==> config.mk <==
export PLATFORM = sky130hd
export DESIGN_NAME = mem_controller_rr_flat
export DESIGN_NICKNAME = d
export VERILOG_FILES = /design/src/rtl/mem_controller_rr_if.sv /design/src/rtl/mem_controller_rr.sv /design/src/flat_wrapper.sv
export SDC_FILE = /design/constraint.sdc
export NUM_CORES = 1
export LEC_CHECK = 0
export ABC_AREA = 1
export BUFFER_PORTS_ARGS = -buffer_cell sky130_fd_sc_hd__buf_4
export CAP_MARGIN = 20
export CORE_AREA = 2 2 233 235
export CTS_BUF_LIST = sky130_fd_sc_hd__clkbuf_4
export DETAILED_ROUTE_END_ITERATION = 6
export DIE_AREA = 0 0 235 237
export PLACE_DENSITY = 0.66
export SLEW_MARGIN = 15
export SYNTH_ARGS = -nofsm -noshare
export SYNTH_HDL_FRONTEND = slang
export SYNTH_SLANG_ARGS = --single-unit
export TNS_END_PERCENT = 1
==> constraint.sdc <==
create_clock -name clk -period 22.6 [get_ports clk]
set_input_delay 4.52 -clock clk [delete_from_list [all_inputs] [get_ports clk]]
set_output_delay 4.52 -clock clk [all_outputs]
set_load 0.01 [all_outputs]
==> src/rtl/mem_controller_rr_if.sv <==
// Consumer and memory-channel bundle for mem_controller_rr.
// slave = controller side, master = consumers plus memory model.
interface mem_controller_rr_if #(
    parameter int DATA_WIDTH    = 32,
    parameter int ADDRESS_WIDTH = 16,
    parameter int NUM_CONSUMERS = 4,
    parameter int NUM_CHANNELS  = 2
);
    logic [NUM_CONSUMERS-1:0]                    consumer_read_valid;
    logic [NUM_CONSUMERS-1:0]                    consumer_write_valid;
    logic [NUM_CONSUMERS-1:0][ADDRESS_WIDTH-1:0] consumer_read_address;
    logic [NUM_CONSUMERS-1:0][ADDRESS_WIDTH-1:0] consumer_write_address;
    logic [NUM_CONSUMERS-1:0][DATA_WIDTH-1:0]    consumer_write_data;
    logic [NUM_CONSUMERS-1:0]                    consumer_read_ready;
    logic [NUM_CONSUMERS-1:0]                    consumer_write_ready;
    logic [NUM_CONSUMERS-1:0][DATA_WIDTH-1:0]    consumer_read_data;
    logic [NUM_CONSUMERS-1:0]                    consumer_error;

    logic [NUM_CHANNELS-1:0]                     mem_read_valid;
    logic [NUM_CHANNELS-1:0]                     mem_write_valid;
    logic [NUM_CHANNELS-1:0][ADDRESS_WIDTH-1:0]  mem_read_address;
    logic [NUM_CHANNELS-1:0][ADDRESS_WIDTH-1:0]  mem_write_address;
    logic [NUM_CHANNELS-1:0][DATA_WIDTH-1:0]     mem_write_data;
    logic [NUM_CHANNELS-1:0]                     mem_read_ready;
    logic [NUM_CHANNELS-1:0]                     mem_write_ready;
    logic [NUM_CHANNELS-1:0][DATA_WIDTH-1:0]     mem_read_data;

    modport slave (
        input  consumer_read_valid, consumer_write_valid,
        input  consumer_read_address, consumer_write_address,
        input  consumer_write_data,
        output consumer_read_ready, consumer_write_ready,
        output consumer_read_data, consumer_error,
        output mem_read_valid, mem_write_valid,
        output mem_read_address, mem_write_address, mem_write_data,
        input  mem_read_ready, mem_write_ready, mem_read_data
    );

    modport master (
        output consumer_read_valid, consumer_write_valid,
        output consumer_read_address, consumer_write_address,
        output consumer_write_data,
        input  consumer_read_ready, consumer_write_ready,
        input  consumer_read_data, consumer_error,
        input  mem_read_valid, mem_write_valid,
        input  mem_read_address, mem_write_address, mem_write_data,
        output mem_read_ready, mem_write_ready, mem_read_data
    );
endinterface

==> src/rtl/mem_controller_rr.sv <==
// Round-robin multi-channel memory controller for N consumers.
// Define MEM_CTRL_TIMEOUT_EN to add a per-channel watchdog abort.
module mem_controller_rr #(
    parameter int DATA_WIDTH     = 32,
    parameter int ADDRESS_WIDTH  = 16,
    parameter int NUM_CONSUMERS  = 4,
    parameter int NUM_CHANNELS   = 2,
    parameter int WRITE_ENABLE   = 1,
    parameter int TIMEOUT_CYCLES = 255
) (
    input logic clk,
    input logic reset,
    mem_controller_rr_if.slave bus
);
    localparam int CW = (NUM_CONSUMERS > 1) ? $clog2(NUM_CONSUMERS) : 1;
    localparam logic WE = (WRITE_ENABLE != 0);

    if (TIMEOUT_CYCLES < 1 || TIMEOUT_CYCLES > 255) begin : g_bad_timeout
        $error("TIMEOUT_CYCLES must be within 1..255");
    end

    typedef enum logic [2:0] {
        IDLE           = 3'd0,
        READ_WAITING   = 3'd1,
        WRITE_WAITING  = 3'd2,
        READ_RELAYING  = 3'd3,
        WRITE_RELAYING = 3'd4
    } state_t;

    state_t        st   [NUM_CHANNELS];
    logic [CW-1:0] cons [NUM_CHANNELS];
    logic [CW-1:0] rr_ptr;
    logic [NUM_CONSUMERS-1:0] serving;

    logic [NUM_CHANNELS-1:0]                    m_rvld;
    logic [NUM_CHANNELS-1:0]                    m_wvld;
    logic [NUM_CHANNELS-1:0][ADDRESS_WIDTH-1:0] m_raddr;
    logic [NUM_CHANNELS-1:0][ADDRESS_WIDTH-1:0] m_waddr;
    logic [NUM_CHANNELS-1:0][DATA_WIDTH-1:0]    m_wdata;
    logic [NUM_CONSUMERS-1:0]                   c_rrdy;
    logic [NUM_CONSUMERS-1:0]                   c_wrdy;
    logic [NUM_CONSUMERS-1:0][DATA_WIDTH-1:0]   c_rdata;

    logic [NUM_CONSUMERS-1:0] elig;
    logic [NUM_CONSUMERS-1:0] taken;
    logic [NUM_CHANNELS-1:0]  gnt;
    logic [NUM_CHANNELS-1:0]  gnt_wr;
    logic [CW-1:0]            gnt_idx [NUM_CHANNELS];
    logic                     any_gnt;
    logic [CW-1:0]            last_gnt;

    function automatic logic [CW-1:0] wrap(input logic [CW-1:0] base, input int k);
        int s;
        s = int'(base) + k;
        if (s >= NUM_CONSUMERS) s = s - NUM_CONSUMERS;
        return s[CW-1:0];
    endfunction

    assign elig = (bus.consumer_read_valid
                | (bus.consumer_write_valid & {NUM_CONSUMERS{WE}}))
                & ~serving;

    // Channels fill in ascending order; taken keeps a consumer on one channel.
    always_comb begin
        taken    = '0;
        gnt      = '0;
        gnt_wr   = '0;
        any_gnt  = 1'b0;
        last_gnt = rr_ptr;
        for (int c = 0; c < NUM_CHANNELS; c++) gnt_idx[c] = '0;
        for (int c = 0; c < NUM_CHANNELS; c++) begin
            if (st[c] == IDLE) begin
                for (int k = 0; k < NUM_CONSUMERS; k++) begin
                    if (!gnt[c] && elig[wrap(rr_ptr, k)] && !taken[wrap(rr_ptr, k)]) begin
                        gnt[c]                  = 1'b1;
                        gnt_idx[c]              = wrap(rr_ptr, k);
                        gnt_wr[c]               = !bus.consumer_read_valid[wrap(rr_ptr, k)];
                        taken[wrap(rr_ptr, k)]  = 1'b1;
                        any_gnt                 = 1'b1;
                        last_gnt                = wrap(rr_ptr, k);
                    end
                end
            end
        end
    end

`ifdef MEM_CTRL_TIMEOUT_EN
    localparam logic [7:0] TMO_LAST = 8'(TIMEOUT_CYCLES - 1);
    logic [7:0]               wdog [NUM_CHANNELS];
    logic [NUM_CONSUMERS-1:0] c_err;
`endif

    always_ff @(posedge clk or posedge reset) begin
        if (reset) begin
            rr_ptr  <= '0;
            serving <= '0;
            m_rvld  <= '0;
            m_wvld  <= '0;
            m_raddr <= '0;
            m_waddr <= '0;
            m_wdata <= '0;
            c_rrdy  <= '0;
            c_wrdy  <= '0;
            c_rdata <= '0;
            for (int c = 0; c < NUM_CHANNELS; c++) begin
                st[c]   <= IDLE;
                cons[c] <= '0;
            end
`ifdef MEM_CTRL_TIMEOUT_EN
            c_err <= '0;
            for (int c = 0; c < NUM_CHANNELS; c++) wdog[c] <= '0;
`endif
        end else begin
            if (any_gnt) rr_ptr <= wrap(last_gnt, 1);
            for (int c = 0; c < NUM_CHANNELS; c++) begin
                case (st[c])
                    IDLE: begin
                        if (gnt[c]) begin
                            cons[c]             <= gnt_idx[c];
                            serving[gnt_idx[c]] <= 1'b1;
`ifdef MEM_CTRL_TIMEOUT_EN
                            wdog[c] <= '0;
`endif
                            if (gnt_wr[c]) begin
                                st[c]      <= WRITE_WAITING;
                                m_wvld[c]  <= 1'b1;
                                m_waddr[c] <= bus.consumer_write_address[gnt_idx[c]];
                                m_wdata[c] <= bus.consumer_write_data[gnt_idx[c]];
                            end else begin
                                st[c]      <= READ_WAITING;
                                m_rvld[c]  <= 1'b1;
                                m_raddr[c] <= bus.consumer_read_address[gnt_idx[c]];
                            end
                        end
                    end
                    READ_WAITING: begin
                        if (bus.mem_read_ready[c]) begin
                            m_rvld[c]        <= 1'b0;
                            c_rrdy[cons[c]]  <= 1'b1;
                            c_rdata[cons[c]] <= bus.mem_read_data[c];
                            st[c]            <= READ_RELAYING;
                        end
`ifdef MEM_CTRL_TIMEOUT_EN
                        else if (wdog[c] == TMO_LAST) begin
                            m_rvld[c]        <= 1'b0;
                            c_rrdy[cons[c]]  <= 1'b1;
                            c_err[cons[c]]   <= 1'b1;
                            c_rdata[cons[c]] <= '0;
                            st[c]            <= READ_RELAYING;
                        end else begin
                            wdog[c] <= wdog[c] + 8'd1;
                        end
`endif
                    end
                    WRITE_WAITING: begin
                        if (bus.mem_write_ready[c]) begin
                            m_wvld[c]       <= 1'b0;
                            c_wrdy[cons[c]] <= 1'b1;
                            st[c]           <= WRITE_RELAYING;
                        end
`ifdef MEM_CTRL_TIMEOUT_EN
                        else if (wdog[c] == TMO_LAST) begin
                            m_wvld[c]       <= 1'b0;
                            c_wrdy[cons[c]] <= 1'b1;
                            c_err[cons[c]]  <= 1'b1;
                            st[c]           <= WRITE_RELAYING;
                        end else begin
                            wdog[c] <= wdog[c] + 8'd1;
                        end
`endif
                    end
                    READ_RELAYING: begin
                        if (!bus.consumer_read_valid[cons[c]]) begin
                            c_rrdy[cons[c]]  <= 1'b0;
                            serving[cons[c]] <= 1'b0;
                            st[c]            <= IDLE;
`ifdef MEM_CTRL_TIMEOUT_EN
                            c_err[cons[c]] <= 1'b0;
`endif
                        end
                    end
                    WRITE_RELAYING: begin
                        if (!bus.consumer_write_valid[cons[c]]) begin
                            c_wrdy[cons[c]]  <= 1'b0;
                            serving[cons[c]] <= 1'b0;
                            st[c]            <= IDLE;
`ifdef MEM_CTRL_TIMEOUT_EN
                            c_err[cons[c]] <= 1'b0;
`endif
                        end
                    end
                    default: begin
                        st[c]     <= IDLE;
                        m_rvld[c] <= 1'b0;
                        m_wvld[c] <= 1'b0;
                    end
                endcase
            end
        end
    end

    assign bus.mem_read_valid       = m_rvld;
    assign bus.mem_write_valid      = m_wvld;
    assign bus.mem_read_address     = m_raddr;
    assign bus.mem_write_address    = m_waddr;
    assign bus.mem_write_data       = m_wdata;
    assign bus.consumer_read_ready  = c_rrdy;
    assign bus.consumer_write_ready = c_wrdy;
    assign bus.consumer_read_data   = c_rdata;
`ifdef MEM_CTRL_TIMEOUT_EN
    assign bus.consumer_error = c_err;
`else
    assign bus.consumer_error = '0;
`endif
endmodule

==> src/flat_wrapper.sv <==
// flat-port wrapper written by rule: the top's interface ports become plain ports
module mem_controller_rr_flat 
#(
    parameter int DATA_WIDTH     = 32,
    parameter int ADDRESS_WIDTH  = 16,
    parameter int NUM_CONSUMERS  = 4,
    parameter int NUM_CHANNELS   = 2,
    parameter int WRITE_ENABLE   = 1,
    parameter int TIMEOUT_CYCLES = 255
)
  (clk, reset, bus_consumer_read_valid, bus_consumer_write_valid, bus_consumer_read_address, bus_consumer_write_address, bus_consumer_write_data, bus_consumer_read_ready, bus_consumer_write_ready, bus_consumer_read_data, bus_consumer_error, bus_mem_read_valid, bus_mem_write_valid, bus_mem_read_address, bus_mem_write_address, bus_mem_write_data, bus_mem_read_ready, bus_mem_write_ready, bus_mem_read_data);
  mem_controller_rr_if #(.DATA_WIDTH(DATA_WIDTH), .ADDRESS_WIDTH(ADDRESS_WIDTH), .NUM_CONSUMERS(NUM_CONSUMERS), .NUM_CHANNELS(NUM_CHANNELS)) bus_i ();
  input logic clk;
  input logic reset;
  input wire logic [$bits(bus_i.consumer_read_valid)-1:0] bus_consumer_read_valid;
  input wire logic [$bits(bus_i.consumer_write_valid)-1:0] bus_consumer_write_valid;
  input wire logic [$bits(bus_i.consumer_read_address)-1:0] bus_consumer_read_address;
  input wire logic [$bits(bus_i.consumer_write_address)-1:0] bus_consumer_write_address;
  input wire logic [$bits(bus_i.consumer_write_data)-1:0] bus_consumer_write_data;
  output wire logic [$bits(bus_i.consumer_read_ready)-1:0] bus_consumer_read_ready;
  output wire logic [$bits(bus_i.consumer_write_ready)-1:0] bus_consumer_write_ready;
  output wire logic [$bits(bus_i.consumer_read_data)-1:0] bus_consumer_read_data;
  output wire logic [$bits(bus_i.consumer_error)-1:0] bus_consumer_error;
  output wire logic [$bits(bus_i.mem_read_valid)-1:0] bus_mem_read_valid;
  output wire logic [$bits(bus_i.mem_write_valid)-1:0] bus_mem_write_valid;
  output wire logic [$bits(bus_i.mem_read_address)-1:0] bus_mem_read_address;
  output wire logic [$bits(bus_i.mem_write_address)-1:0] bus_mem_write_address;
  output wire logic [$bits(bus_i.mem_write_data)-1:0] bus_mem_write_data;
  input wire logic [$bits(bus_i.mem_read_ready)-1:0] bus_mem_read_ready;
  input wire logic [$bits(bus_i.mem_write_ready)-1:0] bus_mem_write_ready;
  input wire logic [$bits(bus_i.mem_read_data)-1:0] bus_mem_read_data;
  assign bus_i.consumer_read_valid = bus_consumer_read_valid;
  assign bus_i.consumer_write_valid = bus_consumer_write_valid;
  assign bus_i.consumer_read_address = bus_consumer_read_address;
  assign bus_i.consumer_write_address = bus_consumer_write_address;
  assign bus_i.consumer_write_data = bus_consumer_write_data;
  assign bus_consumer_read_ready = bus_i.consumer_read_ready;
  assign bus_consumer_write_ready = bus_i.consumer_write_ready;
  assign bus_consumer_read_data = bus_i.consumer_read_data;
  assign bus_consumer_error = bus_i.consumer_error;
  assign bus_mem_read_valid = bus_i.mem_read_valid;
  assign bus_mem_write_valid = bus_i.mem_write_valid;
  assign bus_mem_read_address = bus_i.mem_read_address;
  assign bus_mem_write_address = bus_i.mem_write_address;
  assign bus_mem_write_data = bus_i.mem_write_data;
  assign bus_i.mem_read_ready = bus_mem_read_ready;
  assign bus_i.mem_write_ready = bus_mem_write_ready;
  assign bus_i.mem_read_data = bus_mem_read_data;
  mem_controller_rr #(.DATA_WIDTH(DATA_WIDTH), .ADDRESS_WIDTH(ADDRESS_WIDTH), .NUM_CONSUMERS(NUM_CONSUMERS), .NUM_CHANNELS(NUM_CHANNELS), .WRITE_ENABLE(WRITE_ENABLE), .TIMEOUT_CYCLES(TIMEOUT_CYCLES)) u_core (.clk(clk), .reset(reset), .bus(bus_i));
endmodule
==> flow_summary.yaml <==
status:
  status: "complete, no violations"
logic_synthesis:
  syn_area_sq_um: 17600
  avgSynthCellArea_sq_um: 7.05
  ys_ff_latch: 284
  synth_cell_type_count: 49
  yosysSeqAreaShare_pct: 40.4
  synth_warnings: 0
  syn_inst: 2495
routing:
  viasPerCell: 5.42
  routed_wl_um: 82400
  vias: 20580
  wl_per_cell_um: 21.7
  drc_errors: 0
  postRouteAntennaNets: 0
  drt_iter0_markers: 1967
  drt_pass1_iterations: 6
clock_network:
  path_clk_slew_ns: 0.06
  cts_tree: "done"
  cts_buffers: 89
  cts_buffer_depth: 3
  cts_root_buffer: "clkbuf_4"
  post_cts_buffers: 0
  cts.repair.resized: 0
  cts_max_level: 3
  hold_buffers: 0
  cts.sinks: 284
  insertion_delay_ns: 0.86
sta:
  fin_crit_ns: 8.97
  period_share_pct: 39.7
  rsz0062_at_grt: "no"
  worstMarginPinSlew_ns: 1.03
  max_freq_mhz: 111
  setup_tns_ns: 0
  slew_viol_final: 0
  hold_viol: 0
  finalClockSkew_ns: 0.0934
  setup_slack_ns: 13.63
  max_slew_margin_pct: 31.6
  finalSetupViolCount: 0
critical_path:
  cpPeakStageDelay_ns: 0.74
  required_ns: 23.32
  startpoint_type: "input pin"
  path_common_cell: "nand2_1"
  cp.arrival_ns: 9.69
  worstSetupPathType: "input pin to flop"
  critPathSlowestCell: "inv_2"
  worst_r2r_path_depth: 32
  crit_fanout: 70
  worst_setup_path_end_kind: "flop"
power:
  pwr-share-seq_pct: 20.0
  swShare_pct: 55.1
  powerDensity_nw_per_um2: 198
  clkPwrFrac_pct: 10.8
  p_int_w: 0.00209
  pwr-share-comb_pct: 69.1
  switchingPower_w: 0.00256
  p_leak_nw: 12.1
  irDropWorstVdd_mv: 0.215
placed_design:
  portBuffers: 601
  place.gp.congestion: 0.964
  hpwl_um: 55800
  postPlaceCellArea_sq_um: 22400
  dp_worst_setup_slack_ns: 12.73
die:
  die_w_um: 235
  dieArea_sq_um: 55700
  die_h_um: 237
  start_util_pct: 33.0
  core-area_sq_um: 53300
  rows: 85
  ioPinCount: 606
flow_run:
  maxCapViolCount: 0
cells_and_area:
  multi_input_area_sq_um: 9180
  seqCellArea_sq_um: 7110
  drive_gt1_share_pct: 26.6
  design_area_sq_um: 23500
  nFillCells: 5553
  fin_nets: 3371
  area_delta_synth_final_pct: 33.8
global_route:
  grt_pass1_vias: 19340
  grt_start_max_net_pins: 104
  gr-total-overflow: 0
  antenna_found_initial: 15
  grt_use_total_pct: 28.5
  grt_pass1_wl_um: 124000
hold_path:
  hold_path.class: "flop to flop"
  min_path_cells: 2
## registers in the layout (all words and copies together) (netlist names)
register,count
u_core.bus.mem_read_valid,2
u_core.bus.consumer_write_ready,4
u_core.st,6
u_core.bus.consumer_read_ready,4
u_core.bus.mem_write_data,64
u_core.serving,4
u_core.bus.mem_write_valid,2
u_core.bus.consumer_read_data,128
u_core.cons,4
u_core.bus.mem_read_address,32
u_core.bus.mem_write_address,32
u_core.rr_ptr,2
## metal layers
layer  track usage (%)  wire [um]
met1              37.7      33400
met2              43.8      37500
met3              7.71       8450
met4              12.3       3020
met5                 0         63
## power groups by stage
stage          sequential [W]  clock, W  combinational (W)
2_1_floorplan         0.00100         0            0.00203
3_3_place_gp         0.000929         0            0.00316
3_5_place_dp         0.000930         0            0.00317
4_1_cts              0.000929  0.000519            0.00317
5_1_grt              0.000960  0.000544            0.00353
6_report             0.000933  0.000505            0.00322
## worst paths after layout
check                                                             from                                          end  slack [ns]
min in group asynchronous                                        reset   u_core.bus.mem_read_address[8]$_DFFE_PP0P_        3.78
setup reg to reg                          u_core.rr_ptr[1]$_DFFE_PP0P_  u_core.bus.mem_read_address[19]$_DFFE_PP0P_       15.79
setup / recovery                           bus_consumer_write_valid[0]  u_core.bus.mem_read_address[19]$_DFFE_PP0P_       13.63
hold reg to reg            u_core.bus.mem_read_address[20]$_DFFE_PP0P_  u_core.bus.mem_read_address[20]$_DFFE_PP0P_        0.48
max in group asynchronous                                        reset  u_core.bus.mem_read_address[12]$_DFFE_PP0P_       16.67
hold / removal             u_core.bus.mem_read_address[20]$_DFFE_PP0P_  u_core.bus.mem_read_address[20]$_DFFE_PP0P_        0.48
## critical path: cells and delay by family
| family | cells | cell delay (ns) |
|---|---|---|
| AND/OR/NAND/NOR | 27 | 3.41 |
| AO/OA/AOI/OAI | 1 | 0.10 |
| buffers and inverters | 5 | 1.61 |
## Yosys cell counts (all sizes together)
cell type    n  area [sq um]
nand2      848          3210
dfrtp      284          7110
nor2       239           923
o21ai      226          1130
nand4      141           888
o22ai      133           832
inv        123           467
clkbuf     117           439
buf         75           478
a21oi       68           352
nand3       64           473
o21bai      51           383
a31oi       44           275
a22oi       30           225
nor3        11          55.1
o21a         9          67.6
a2bb2oi      7          61.3
ha           4          50.1
o31ai        3          22.5
o32ai        3          26.3
a221oi       2          17.5
o41ai        2          17.5
xor2         2          17.5
a221o        1          10.0
a22o         1          8.76
a32oi        1          8.76
clkinv       1          3.75
conb         1          3.75
o2111ai      1          8.76
o211a        1          10.0
o221ai       1          8.76
o2bb2ai      1          8.76
## through the flow
stage / power, W / instances / hold slack [ns] / util (%)
4_1_cts: 0.00462 / 3785 / 0.481 / 44.0
3_5_place_dp: 0.00410 / 3635 / 0.466 / 42.0
6_report: 0.00466 / 3800 / 0.478 / 44.2
5_1_grt: 0.00504 / 3799 / 0.493 / 44.2
3_3_place_gp: 0.00408 / 3635 / 0.458 / 42.0
2_1_floorplan: 0.00303 / 2498 / 0.505 / -
## placed cells by master, fill, tap and decap left out, types with 12 or more instances in the layout
master / n
nand2_1: 838
inv_2: 13
o21ai_0: 223
nand3_1: 43
diode_2: 12
dfrtp_1: 284
nor2_1: 228
o21bai_1: 51
o22ai_1: 133
clkinv_1: 28
a31oi_1: 44
nand4_1: 140
buf_4: 633
a21oi_1: 67
inv_1: 104
a22oi_1: 30
clkbuf_4: 116
nand3_2: 14
## cell type report
type                       instances  share of cell area, %
multi-input combinational       1898                   39.0
tap                              696                   3.70
timing repair buffer             636                   20.5
inverter                         124                   2.03
clock inverter                    34                  0.723
antenna                           12                  0.128
sequential                       284                   30.2
clock buffer                     116                   3.70
## cell families (layout without fill, tap and decap cells)
family | after synthesis | after routing | share of synthesized area (%)
XOR/XNOR | 2 | 2 | 0.0996
adder cells (fa/ha/maj) | 4 | 4 | 0.285
other | 1 | 16 | 0.0213
buffers and inverters | 316 | 910 | 7.89
AO/OA/AOI/OAI | 585 | 585 | 19.8
AND/OR/NAND/NOR | 1303 | 1303 | 31.5
flip-flops | 284 | 284 | 40.4
No activity file was read; power rests on OpenSTA's default activity.
